File: src/rtl/interp_sched_if.sv
// Source-side sample stream between the PCM source and the interpolator scheduler.
interface interp_sched_if #(
    parameter int unsigned DATA_W = 15
) ();
    logic              s_valid;
    logic [DATA_W-1:0] s_data;
    logic              s_ready;

    modport master (output s_valid, output s_data, input s_ready);
    modport slave  (input s_valid, input s_data, output s_ready);
endinterface

File: src/rtl/interp_sched.sv
// Sample-rate scheduler: buffers PCM samples in a small FIFO and releases one onto v_out
// with a single-cycle strobe every OSR clocks.
module interp_sched #(
    parameter int unsigned OSR        = 8,
    parameter int unsigned DATA_W     = 15,
    parameter int unsigned FIFO_DEPTH = 4,
    parameter int unsigned PRIME_LVL  = 2,
    localparam int unsigned PHASE_W   = (OSR > 1) ? $clog2(OSR) : 1,
    localparam int unsigned FILL_W    = $clog2(FIFO_DEPTH) + 1,
    localparam int unsigned PTR_W     = (FIFO_DEPTH > 1) ? $clog2(FIFO_DEPTH) : 1
) (
    input  logic               clock,
    input  logic               reset,
    input  logic               enable,
    interp_sched_if.slave      src,
    output logic [DATA_W-1:0]  v_out,
    output logic               sample_strobe,
    output logic [PHASE_W-1:0] phase,
    output logic [FILL_W-1:0]  fill_level,
    output logic               underrun,
    output logic [15:0]        underrun_count,
    output logic               running
);
    localparam logic [1:0] IDLE  = 2'd0;
    localparam logic [1:0] PRIME = 2'd1;
    localparam logic [1:0] RUN   = 2'd2;

    logic [1:0]         state_q, state_d;
    logic [PHASE_W-1:0] phase_q, phase_d;
    logic [FILL_W-1:0]  fill_q, fill_d;
    logic [PTR_W-1:0]   wr_ptr_q, rd_ptr_q;
    logic [DATA_W-1:0]  mem_q [FIFO_DEPTH];
    logic [DATA_W-1:0]  v_q, v_d;
    logic               strobe_q, strobe_d;
    logic               ur_q, ur_d;
    logic [15:0]        cnt_q, cnt_d;
    logic               push, pop, flush, ready;

    assign ready = enable & (state_q != IDLE) & (fill_q < FILL_W'(FIFO_DEPTH));
    assign push  = src.s_valid & ready;
    assign src.s_ready = ready;

    always_comb begin
        state_d  = state_q;
        phase_d  = phase_q;
        v_d      = v_q;
        strobe_d = 1'b0;
        ur_d     = 1'b0;
        cnt_d    = cnt_q;
        pop      = 1'b0;
        flush    = 1'b0;
        if (!enable) begin
            state_d = IDLE;
            phase_d = '0;
            v_d     = '0;
            flush   = 1'b1;
        end else begin
            case (state_q)
                IDLE: state_d = PRIME;
                PRIME: begin
                    if (fill_q >= FILL_W'(PRIME_LVL)) begin
                        state_d  = RUN;
                        pop      = 1'b1;
                        v_d      = mem_q[rd_ptr_q];
                        strobe_d = 1'b1;
                        phase_d  = '0;
                    end
                end
                RUN: begin
                    if (phase_q == PHASE_W'(OSR - 1)) begin
                        phase_d  = '0;
                        strobe_d = 1'b1;
                        if (fill_q != '0) begin
                            pop = 1'b1;
                            v_d = mem_q[rd_ptr_q];
                        end else begin
                            // No bypass: a sample pushed on this edge waits for the next strobe.
                            ur_d = 1'b1;
                            if (cnt_q != 16'hFFFF) cnt_d = cnt_q + 16'd1;
                        end
                    end else begin
                        phase_d = phase_q + PHASE_W'(1);
                    end
                end
                default: state_d = IDLE;
            endcase
        end
    end

    always_comb begin
        fill_d = fill_q;
        if (flush) begin
            fill_d = '0;
        end else begin
            case ({push, pop})
                2'b10:   fill_d = fill_q + FILL_W'(1);
                2'b01:   fill_d = fill_q - FILL_W'(1);
                default: fill_d = fill_q;
            endcase
        end
    end

    always_ff @(posedge clock) begin
        if (!reset) begin
            state_q  <= IDLE;
            phase_q  <= '0;
            fill_q   <= '0;
            wr_ptr_q <= '0;
            rd_ptr_q <= '0;
            v_q      <= '0;
            strobe_q <= 1'b0;
            ur_q     <= 1'b0;
            cnt_q    <= '0;
        end else begin
            state_q  <= state_d;
            phase_q  <= phase_d;
            fill_q   <= fill_d;
            v_q      <= v_d;
            strobe_q <= strobe_d;
            ur_q     <= ur_d;
            cnt_q    <= cnt_d;
            if (flush) begin
                wr_ptr_q <= '0;
                rd_ptr_q <= '0;
            end else begin
                if (push) begin
                    wr_ptr_q <= (wr_ptr_q == PTR_W'(FIFO_DEPTH - 1)) ? '0 : wr_ptr_q + PTR_W'(1);
                end
                if (pop) begin
                    rd_ptr_q <= (rd_ptr_q == PTR_W'(FIFO_DEPTH - 1)) ? '0 : rd_ptr_q + PTR_W'(1);
                end
            end
        end
    end

    // Storage needs no reset: occupancy is tracked by fill_q and the pointers.
    always_ff @(posedge clock) begin
        if (push) mem_q[wr_ptr_q] <= src.s_data;
    end

    assign v_out          = v_q;
    assign sample_strobe  = strobe_q;
    assign phase          = phase_q;
    assign fill_level     = fill_q;
    assign underrun       = ur_q;
    assign underrun_count = cnt_q;
    assign running        = (state_q == RUN);
endmodule

File: src/flat_wrapper.sv
// flat-port wrapper written by rule: the top's interface ports become plain ports
module interp_sched_flat 
#(
    parameter int unsigned OSR        = 8,
    parameter int unsigned DATA_W     = 15,
    parameter int unsigned FIFO_DEPTH = 4,
    parameter int unsigned PRIME_LVL  = 2,
    localparam int unsigned PHASE_W   = (OSR > 1) ? $clog2(OSR) : 1,
    localparam int unsigned FILL_W    = $clog2(FIFO_DEPTH) + 1,
    localparam int unsigned PTR_W     = (FIFO_DEPTH > 1) ? $clog2(FIFO_DEPTH) : 1
)
  (clock, reset, enable, v_out, sample_strobe, phase, fill_level, underrun, underrun_count, running, src_s_valid, src_s_data, src_s_ready);
  interp_sched_if #(.DATA_W(DATA_W)) src_i ();
  input  logic clock;
  input  logic reset;
  input  logic enable;
  output logic [DATA_W-1:0] v_out;
  output logic sample_strobe;
  output logic [PHASE_W-1:0] phase;
  output logic [FILL_W-1:0] fill_level;
  output logic underrun;
  output logic [15:0] underrun_count;
  output logic running;
  input wire logic [$bits(src_i.s_valid)-1:0] src_s_valid;
  input wire logic [$bits(src_i.s_data)-1:0] src_s_data;
  output wire logic [$bits(src_i.s_ready)-1:0] src_s_ready;
  assign src_i.s_valid = src_s_valid;
  assign src_i.s_data = src_s_data;
  assign src_s_ready = src_i.s_ready;
  interp_sched #(.OSR(OSR), .DATA_W(DATA_W), .FIFO_DEPTH(FIFO_DEPTH), .PRIME_LVL(PRIME_LVL)) u_core (.clock(clock), .reset(reset), .enable(enable), .src(src_i), .v_out(v_out), .sample_strobe(sample_strobe), .phase(phase), .fill_level(fill_level), .underrun(underrun), .underrun_count(underrun_count), .running(running));
endmodule
File: config.mk
export PLATFORM = sky130hd
export DESIGN_NAME = interp_sched_flat
export DESIGN_NICKNAME = d
export VERILOG_FILES = /design/src/rtl/interp_sched_if.sv /design/src/rtl/interp_sched.sv /design/src/flat_wrapper.sv
export SDC_FILE = /design/constraint.sdc
export NUM_CORES = 1
export LEC_CHECK = 0
export BUFFER_PORTS_ARGS = -buffer_cell sky130_fd_sc_hd__buf_2
export CORE_ASPECT_RATIO = 1.5
export CORE_UTILIZATION = 50
export CTS_CLUSTER_SIZE = 40
export DETAILED_ROUTE_END_ITERATION = 8
export HOLD_SLACK_MARGIN = 0.1
export PLACE_DENSITY = 0.71
export SYNTH_ARGS = -nofsm -noshare
export SYNTH_HDL_FRONTEND = slang
export SYNTH_SLANG_ARGS = --single-unit
File: constraint.sdc
create_clock -name clock -period 4.15 [get_ports clock]
set_input_delay 0.2075 -clock clock [delete_from_list [all_inputs] [get_ports clock]]
set_output_delay 0.2075 -clock clock [all_outputs]
set_load 0.02 [all_outputs]
Yosys cells after proc, flatten, opt, wreduce, memory -nomap -nowiden
Memory sizes are Yosys's and may differ from the RTL's. A register that Yosys moved wholly into a read port is not among the register bits.
Index checks and enable logic that the tools add are counted.
{ "totals": {"register_bits": 45, "latchBits": 0, "mem_bits_rw": 60, "mem_bits_ro": 0, "inputBits": 19, "memories": 1} }
{ "op_classes": {"n_addsub": 6, "multipliers": 0, "n_div": 0, "n_lt_le_gt_ge": 2, "eq_ne": 11, "shift": 0, "n_mux": 24, "bitwise": 5, "reduce_logical": 11} }
{ "memory_table": {"columns": ["memory", "words", "word_bits", "read_ports", "rd_clocked_by_memory_dff", "write_ports", "line", "source"], "rows": [
  ["u_core.mem_q", 4, 15, 1, 1, 1, "interp_sched.sv:32", "logic [DATA_W-1:0] mem_q [FIFO_DEPTH];"]
]} }
{ "op_table": {"columns": ["op", "n"], "rows": [
  ["15-bit two-way mux", 3],
  ["15-bit one-hot mux with 2 select lines", 1],
  ["16-bit by 1-bit adder with 16-bit output (second input constant)", 1],
  ["16-bit != test (second input constant)", 1],
  ["3-bit one-hot mux with 2 select lines", 2],
  ["2-bit two-way mux", 5],
  ["2-bit == test (second input constant)", 4],
  ["1-bit two-way mux", 8],
  ["4-bit AND reduction", 2],
  ["3-bit by 1-bit adder with 3-bit output (second input constant)", 2],
  ["3-bit two-way mux", 2],
  ["2-bit by 1-bit != test with 1-bit output (second input constant)", 3],
  ["2-bit one-hot mux with 3 select lines", 1],
  ["2-bit AND reduction", 3],
  ["2-bit nonzero test", 3],
  ["5-bit AND reduction", 1],
  ["2-bit by 1-bit adder with 2-bit output (second input constant)", 2],
  ["2-bit by 1-bit == test with 1-bit output (second input constant)", 2],
  ["1-bit one-hot mux with 2 select lines", 2],
  ["1-bit AND", 3],
  ["3-bit == test (second input constant)", 1],
  ["3-bit by 2-bit >= comparator with 1-bit output (second input constant)", 1],
  ["3-bit < comparator (second input constant)", 1],
  ["3-bit nonzero test", 1],
  ["3 further kinds", 4]
]} }

Logic depth before layout (Yosys ltp)
Gate-level depths: netlist of run 1.
{ "logic_depth": {"word_depth": 7, "ltp_mapped": 12} }

Worst setup path before layout of run 1
No wires, ideal clock.
{ "synth_path": {"kind": "register to register", "from": "register u_core.phase_q[0], in the netlist u_core.phase[0]", "to": "register u_core.fill_q[2], in the netlist u_core.fill_level[2]", "arrival_ps": 2466, "setup_slack_ps": 1613, "path_stages_with_launch": 13, "path_buffers": 1, "period_less_slack_ps": 2537, "cell_sequence": "dfxtp_1 ha_1 ha_1 and2_1 buf_2 a2bb2oi_1 nor2_1 ha_1 inv_1 fa_1 xor2_1 or3_1 a21oi_1"} }
{ "synth_between": {"elab_chain_cells": 6} }
{ "synth_rtl": {"columns": ["element", "line", "source"], "rows": [
  ["start: declaration", "interp_sched.sv:29", "logic [PHASE_W-1:0] phase_q, phase_d;"],
  ["start signal: assignment", "interp_sched.sv:116", "phase_q <= phase_d;"],
  ["3-bit == test (*)", "interp_sched.sv:70", "if (phase_q == PHASE_W'(OSR - 1)) begin"],
  ["1-bit two-way mux (*)", "interp_sched.sv:70", null],
  ["1-bit one-hot mux with 2 select lines (*)", "interp_sched.sv:58", "case (state_q)"],
  ["1-bit two-way mux (*)", "interp_sched.sv:52", "if (!enable) begin"],
  ["2-bit by 1-bit == test with 1-bit output / 2-bit == test (equally long branches)", "interp_sched.sv:95", "case ({push, pop})"],
  ["3-bit one-hot mux with 2 select lines / 2-bit nonzero test (equally long branches)", null, null],
  ["end signal: assignment", "interp_sched.sv:117", "fill_q <= fill_d;"],
  ["end: declaration", "interp_sched.sv:30", "logic [FILL_W-1:0] fill_q, fill_d;"]
]} }
Every way passes the cells marked *; elsewhere a longest branch is shown, timed or not.
A chain may end at the register's enable or synchronous reset.

Worst setup path after layout of run 1
{ "layout_path": {"from": "register u_core.state_q[0]", "to": "register u_core.fill_q[2], in the netlist u_core.fill_level[2]"} }
{ "layout_between": {"elab_chain_cells": 6} }
{ "layout_rtl": {"columns": ["element", "line", "source"], "rows": [
  ["start: declaration", "interp_sched.sv:28", "logic [1:0] state_q, state_d;"],
  ["start signal: assignment", "interp_sched.sv:115", "state_q <= state_d;"],
  ["2-bit nonzero test", "interp_sched.sv:39", "assign ready = enable & (state_q != IDLE) & (fill_q < FILL_W'(FIFO_DEPTH));"],
  ["1-bit AND (2 in series)", "interp_sched.sv:39", null],
  ["1-bit AND", "interp_sched.sv:40", "assign push = src.s_valid & ready;"],
  ["2-bit by 1-bit == test with 1-bit output / 2-bit == test (equally long branches)", "interp_sched.sv:95", null],
  ["3-bit one-hot mux with 2 select lines / 2-bit nonzero test (equally long branches)", null, null]
]} }
Several ways; a longest one is shown, not always the timed one.

==> flow_summary_export.csv, run 1 <==
group,metric,value,unit
run_status,status,"completed",
cts,post_cts_buffers,0,
synth,yosys.area_share.simple,0.125,
cts,clk_pin_slew,0.07,ns
critical_path,cpPeakStageDelay,1.00,ns
floorplanning,initial_core_util,0.524,
critical_path,required,4.41,ns
place,hpwl,5870,µm
critical_path,criticalPathCategory,"reg -> reg",
floorplanning,die-area,9310,µm²
synth,netlist_area,4460,µm²
sta,finalSetupViolCount,0,
cells_and_area,syn2layout_area_growth,17.2,%
cts,holdBufCountCts,14,
critical_path,path_cells,"inv_1 > ha_1 > nor4bb_1 > inv_1 > ha_1 > inv_1 > fa_1 > xor2_1 > or3_1 > a21oi_1",
cts,post_cts_resized,0,
pwr,swShare,0.206,
synth,synth_cells,347,
place,io_buffers,59,
critical_path,critical_path_peak_fanout,9,
critical_path,path_buf_inv,3,
routing,ant_nets,0,
cells_and_area,drive_above_1_share,0.224,
global_route,grt_max_degree,28,
global_route,grtUsageTotal,0.191,
critical_path,critPathMostFrequentCell,"inv_1",
sta,period_share,0.712,
synth,synth_compound_area_frac,0.0993,
place,dp_slack,1.27,ns
synth,synth.avg_cell_area,12.9,µm²
pwr,ir_drop,257,µV
sta,finalHoldViolCount,0,
floorplanning,die_y,118,µm
pwr,power.total,0.00196,W
synth,synth_top_cells_by_area,"edfxtp_1 40%, dfxtp_1 21%, mux4_2 7.6%",
floorplanning,die_w,79.1,µm
floorplanning,core_area,8520,µm²
worst_hold_path,hp-class,"in -> reg",
sta,worstMarginPinSlew,1.19,ns
pwr,power_density,375,nW/µm²
pwr,p_switching,0.000403,W
cells_and_area,utilization,0.614,
sta,clock_skew,0.00857,ns
routing,vias_per_cell,5.70,
cts,cts-buffers-inserted,9,
sta,slew_violations,0,
critical_path,endpoint_kind,"flop",
floorplanning,fp-row-count,41,
cells_and_area,fin_nets,447,
cts,cts_tree,"yes",
synth,ys_ff_latch,107,
synth,yosys-mux-area-fraction,0.0869,
synth,yosysWarnings,0,
place,globalplace.congestion,0.845,
sta,maxSlewHeadroom,0.199,
global_route,grt_overflow,0,
cts,clockBufferDepth,2,
routing,drt_first_iter_violations,190,
routing,wirelength,8570,µm
cts,insertion_delay,0.34,ns
flow_run,max-cap-violations,0,
synth,yosysTopAreaCellShare,0.404,
cells_and_area,n_antenna_cell,0,
routing,drc,0,
routing,via_count,2998,
pwr,power_frac_clock,0.395,
critical_path,cp.arrival,3.21,ns
synth,synth_top_family_by_area,"simple AND/OR/NAND/NOR gates",
synth,synth_nets,380,
sta,fin_ws,1.20,ns
pwr,p_int,0.00156,W
sta,fmax,339,MHz
cts,cts_sinks,107,
synth,ys_types,40,
global_route,grt_pass1_vias,2792,
critical_path,crit_family,"simple AND/OR/NAND/NOR gates",
critical_path,startpoint_type,"flop",
synth,synth_top_cell_by_area,"edfxtp_1",
global_route,grt_pass1_wl,13600,µm
pwr,sequentialPowerShare,0.573,
routing,routedWlPerCell,16.3,µm
pwr,p_leak,1.83,nW
sta,rsz0062_at_grt,"false",
cts,root_buffer,"clkbuf_16",
pwr,pwr-share-comb,0.031,
synth,synth_xor_area_frac,0.00393,
synth,synthAdderAreaFrac,0.0409,
synth,seq_area_frac_synth,0.615,
critical_path,cp_slowest_cell,"nor4bb_1",
cts,htreeDepth,3,
sta,setup_tns,0,ns
global_route,antenna_found_initial,0,
cells_and_area,nFillCells,707,
routing,drtPass1Iterations,4,
sta,period_needed,2.95,ns
floorplanning,boundaryPins,60,
==> worst paths after layout <==
| check | to | cells past startpoint | slack (ns) | start |
|---|---|---|---|---|
| hold reg to reg | u_core.v_out[9] | 2 | 0.47 | u_core.v_out[9] |
| setup reg to reg | u_core.fill_level[2] | 10 | 1.20 | u_core.state_q[0] |
| setup / recovery | u_core.fill_level[2] | 10 | 1.20 | u_core.state_q[0] |
| hold / removal | u_core.mem_q[2][14] | 1 | 0.1 | src_s_data[14] |
==> worst reg2reg max path, stage by stage, from the launching register on <==
cell	delay [ns]
dfxtp_1	0.38
inv_1	0.08
ha_1	0.24
nor4bb_1	1.00
inv_1	0.14
ha_1	0.27
inv_1	0.07
fa_1	0.18
xor2_1	0.07
or3_1	0.31
a21oi_1	0.14
==> cells by family (layout without fill, tap and decap cells) <==
kind of cell,Yosys count,after routing
muxes,20,20
and+or+nand+nor,96,96
adders and majority gates,14,14
DFF,107,107
buffers and inverters,31,103
xor gates and xnor gates,2,2
AOI/OAI and AO/OA,77,77
==> cells in the mapped netlist, drive strengths merged <==
library cell,count
o211ai,2
or3,3
clkbuf,13
nor3,2
and3,2
edfxtp,60
nand3,20
or4,10
xor2,2
o21ai,22
a21oi,34
dfxtp,47
mux2i,5
nor2b,1
o31a,1
a31o,1
nand2,11
nor2,19
mux4,15
and4,4
ha,13
buf,5
nor4,2
and2,5
a2bb2oi,1
inv,13
nand2b,3
a22oi,1
nor4bb,1
nor3b,3
fa,1
o31ai,11
a32oi,1
nor4b,2
nand4,6
a211oi,3
or3b,2
==> power by group through the flow <==
stage / registers (W) / logic [W] / clock network, W
2_1_floorplan: 0.00115 / 0.0000289 / 0
3_3_place_gp: 0.00115 / 0.0000496 / 0
3_5_place_dp: 0.00115 / 0.0000519 / 0
4_1_cts: 0.00112 / 0.0000621 / 0.000792
5_1_grt: 0.00112 / 0.0000678 / 0.000834
6_report: 0.00112 / 0.0000617 / 0.000775
==> metrics by stage <==
step | hold WS [ns] | cells | area [µm²]
floorplan | 0.306 | 347 | 4460
global placement | 0.422 | 496 | 4820
detailed placement | 0.428 | 496 | 4820
CTS | 0.100 | 526 | 5230
global route | 0.100 | 526 | 5230
finish | 0.0982 | 526 | 5230
==> sequential cells by signal, summed over array words and instances, names as in the netlist, named ones only <==
register / flops
u_core.mem_q: 60
u_core.underrun_count: 16
u_core.v_out: 15
u_core.fill_level: 3
u_core.phase: 3
u_core.rd_ptr_q: 2
u_core.state_q: 2
u_core.wr_ptr_q: 2
u_core.sample_strobe: 1
u_core.underrun: 1
==> layout make-up <==
cell class	instances	area [µm²]	share of cell area
clock buffer	10	229	0.0438
clock inverter	6	38.8	0.00741
inverter	13	48.8	0.00933
multi-input combinational	209	1600	0.305
sequential	107	2740	0.524
tap	107	134	0.0256
timing repair buffer	74	443	0.0847
==> layout by cell type, fill, tap and decap left out, types with 5 or more instances in the layout <==
| master | Yosys | layout |
|---|---|---|
| o31ai_1 | 11 | 10 |
| or4_1 | 10 | 10 |
| ha_1 | 13 | 13 |
| dfxtp_1 | 47 | 47 |
| nand2_1 | 11 | 11 |
| and2_1 | 5 | 5 |
| inv_1 | 13 | 13 |
| mux4_2 | 15 | 15 |
| nand3_1 | 20 | 20 |
| edfxtp_1 | 60 | 60 |
| o21ai_0 | 22 | 22 |
| a21oi_1 | 34 | 34 |
| clkbuf_16 | 0 | 9 |
| dlygate4sd3_1 | 0 | 14 |
| buf_2 | 4 | 59 |
| nand4_1 | 5 | 5 |
| nor2_1 | 19 | 19 |
| mux2i_1 | 5 | 5 |
==> routing by layer <==
| metal | wire length, µm | vias to the layer above | GRT usage |
|---|---|---|---|
| li1 | - | 1459 | - |
| met1 | 3770 | 1470 | 0.228 |
| met2 | 4410 | 57 | 0.335 |
| met3 | 229 | 12 | 0.0248 |
| met4 | 170 | 0 | 0.0852 |
| met5 | 0 | - | 0 |
(Power assumes the default switching activity.)
==> run 2: changes to the inputs <==
--- a/config.mk
+++ b/config.mk
@@ -11,7 +11,7 @@
 export CTS_CLUSTER_SIZE = 40
 export DETAILED_ROUTE_END_ITERATION = 8
 export HOLD_SLACK_MARGIN = 0.1
-export PLACE_DENSITY = 0.71
+export PLACE_DENSITY = 0.74
 export SYNTH_ARGS = -nofsm -noshare
 export SYNTH_HDL_FRONTEND = slang
 export SYNTH_SLANG_ARGS = --single-unit
==> constraint.sdc (replaced) <==
create_clock -name clock -period 2.5 [get_ports clock]
set_input_delay 0.125 -clock clock [delete_from_list [all_inputs] [get_ports clock]]
set_output_delay 0.125 -clock clock [all_outputs]
set_load 0.02 [all_outputs]
==> run 2 against run 1 <==
  * Fmax grew 25%
  * Register-to-register slack lost 1.1 ns
  * Utilization grew 1.8 points
  * Critical path type unchanged
  * Critical endpoint unchanged
  * Highest routed layer unchanged
==> flow_summary_export.csv, run 2 (synthesis results as in run 1) <==
group,metric,value,unit
run_status,status,"completed",
sta,clock_skew,0.00586,ns
global_route,grt_max_degree,28,
routing,drc,0,
critical_path,path_cells,"ha_1 > ha_4 > and2_1 > a2bb2oi_1 > nor2_1 > ha_2 > inv_1 > fa_1 > xor2_1 > or3_1 > a21oi_1",
cells_and_area,drive_above_1_share,0.262,
cts,post_cts_buffers,0,
critical_path,required,2.77,ns
cells_and_area,fin_nets,460,
sta,finalHoldViolCount,0,
cells_and_area,final_common_cell,"edfxtp_1",
routing,wirelength,8720,µm
global_route,grt_pass1_vias,2970,
sta,worstMarginPinSlew,0.962,ns
cts,clockBufferDepth,2,
critical_path,criticalPathCategory,"reg -> reg",
sta,slew_violations,0,
sta,finalSetupViolCount,0,
floorplanning,initial_core_util,0.524,
cells_and_area,syn2layout_area_growth,20.6,%
sta,setup_tns,0,ns
pwr,sequentialPowerShare,0.558,
global_route,antenna_found_initial,0,
routing,drtPass1Iterations,4,
cts,cts_sinks,107,
routing,ant_nets,0,
sta,maxSlewHeadroom,0.357,
critical_path,path_buf_inv,1,
place,hpwl,5920,µm
floorplanning,die_w,79.1,µm
sta,rsz0062_at_grt,"false",
cts,root_buffer,"clkbuf_16",
cells_and_area,finalNonFillerCells,539,
pwr,swShare,0.218,
cells_and_area,n_antenna_cell,0,
routing,drt_first_iter_violations,98,
critical_path,critical_path_peak_fanout,4,
global_route,grtUsageTotal,0.201,
critical_path,endpoint_kind,"flop",
cts,htreeDepth,3,
pwr,power_frac_clock,0.410,
pwr,p_switching,0.000728,W
cts,insertion_delay,0.35,ns
floorplanning,fp-row-count,41,
cts,cts_tree,"yes",
floorplanning,die_y,118,µm
critical_path,cp_slowest_cell,"fa_1",
place,globalplace.congestion,0.798,
worst_hold_path,hp-class,"in -> reg",
pwr,power_density,621,nW/µm²
sta,fmax,424,MHz
critical_path,crit_family,"adder cells",
cells_and_area,nFillCells,695,
global_route,grt_overflow,0,
global_route,grt_pass1_wl,14200,µm
cells_and_area,largest_reg_flops,60,
cts,clk_pin_slew,0.07,ns
critical_path,cpPeakStageDelay,0.38,ns
routing,via_count,3050,
critical_path,startpoint_type,"flop",
floorplanning,boundaryPins,60,
sta,period_needed,2.36,ns
pwr,p_leak,1.91,nW
critical_path,cp.arrival,2.63,ns
sta,period_share,0.942,
flow_run,max-cap-violations,0,
floorplanning,core_area,8520,µm²
pwr,ir_drop,453,µV
cells_and_area,largest_register,"u_core.mem_q",
pwr,p_int,0.00262,W
cells_and_area,most-common-layout-cells,"60 x edfxtp_1, 59 x buf_2, 45 x dfxtp_1, 34 x a21oi_1, 22 x o21ai_0",
floorplanning,die-area,9310,µm²
place,placed_cells_incl_taps,507,
pwr,pwr-share-comb,0.032,
routing,routedWlPerCell,16.2,µm
cts,cts-buffers-inserted,9,
place,io_buffers,59,
routing,vias_per_cell,5.66,
run 2: cell types whose count changed in the layout (fill, tap and decap cells not counted), sizes merged:
cell | before | now
clkinv | 3 | 2
clkbuf | 10 | 9
buf | 60 | 71
inv | 16 | 18
dlygate4sd3 | 14 | 16
run 2: metrics by stage:
stage                     area, µm²  setup slack, ns  hold WS [ns]   util  power [W]
after floorplan                4470           0.0618         0.224      -    0.00195
after global placement         4910            0.201         0.337  0.576    0.00199
after detailed placement       4910            0.117         0.347  0.576    0.00199
after CTS                      5360           0.0938         0.164  0.629    0.00338
after global routing           5380          0.00987         0.209  0.632    0.00346
final                          5380            0.144         0.174  0.632    0.00334
run 2: worst paths after layout:
check / start / end / slack (ns) / cells past startpoint
worst min-delay path: enable / u_core.sample_strobe / 0.17 / 3
worst max-delay path: u_core.phase[0] / u_core.fill_level[2] / 0.14 / 11
worst max register to register: u_core.phase[0] / u_core.fill_level[2] / 0.14 / 11
worst min register to register: u_core.v_out[11] / u_core.v_out[11] / 0.46 / 2
run 2: repair_timing:
item / CTS / global route
endpoints found under the setup margin: 0 / 1
hold buffers: 16 / 0
hold endpoints to repair: 62 / 0
resized for setup: 0 / 5
run 2: worst register-to-register path, cell delays in order (launching register included):
cell and delay, ns:
dfxtp_2 0.35, ha_1 0.19, ha_4 0.15, and2_1 0.14, a2bb2oi_1 0.09, nor2_1 0.12
ha_2 0.20, inv_1 0.05, fa_1 0.38, xor2_1 0.16, or3_1 0.31, a21oi_1 0.13
run 2: layout make-up:
cell class / count / area (µm²) / area share
multi-input combinational: 209 / 1620 / 0.301
sequential: 107 / 2750 / 0.510
clock buffer: 9 / 225 / 0.0418
clock inverter: 7 / 66.3 / 0.0123
tap: 107 / 134 / 0.0249
inverter: 13 / 48.8 / 0.00907
timing repair buffer: 87 / 546 / 0.101
run 2: routing by layer:
metal / GRT usage / vias up / share of wire
met5: 0 / - / 0
met4: 0.116 / 0 / 0.024
met3: 0.0333 / 17 / 0.031
met2: 0.342 / 67 / 0.53
met1: 0.234 / 1479 / 0.42
li1: - / 1487 / -
run 2: power groups by stage:
| stage | combinational [W] | clock, W | sequential (W) |
|---|---|---|---|
| after floorplan | 0.0000482 | 0 | 0.00191 |
| after global routing | 0.000118 | 0.00147 | 0.00187 |
| after detailed placement | 0.0000867 | 0 | 0.00191 |
| after global placement | 0.0000829 | 0 | 0.00191 |
| after CTS | 0.000106 | 0.00140 | 0.00187 |
| final | 0.000106 | 0.00137 | 0.00187 |
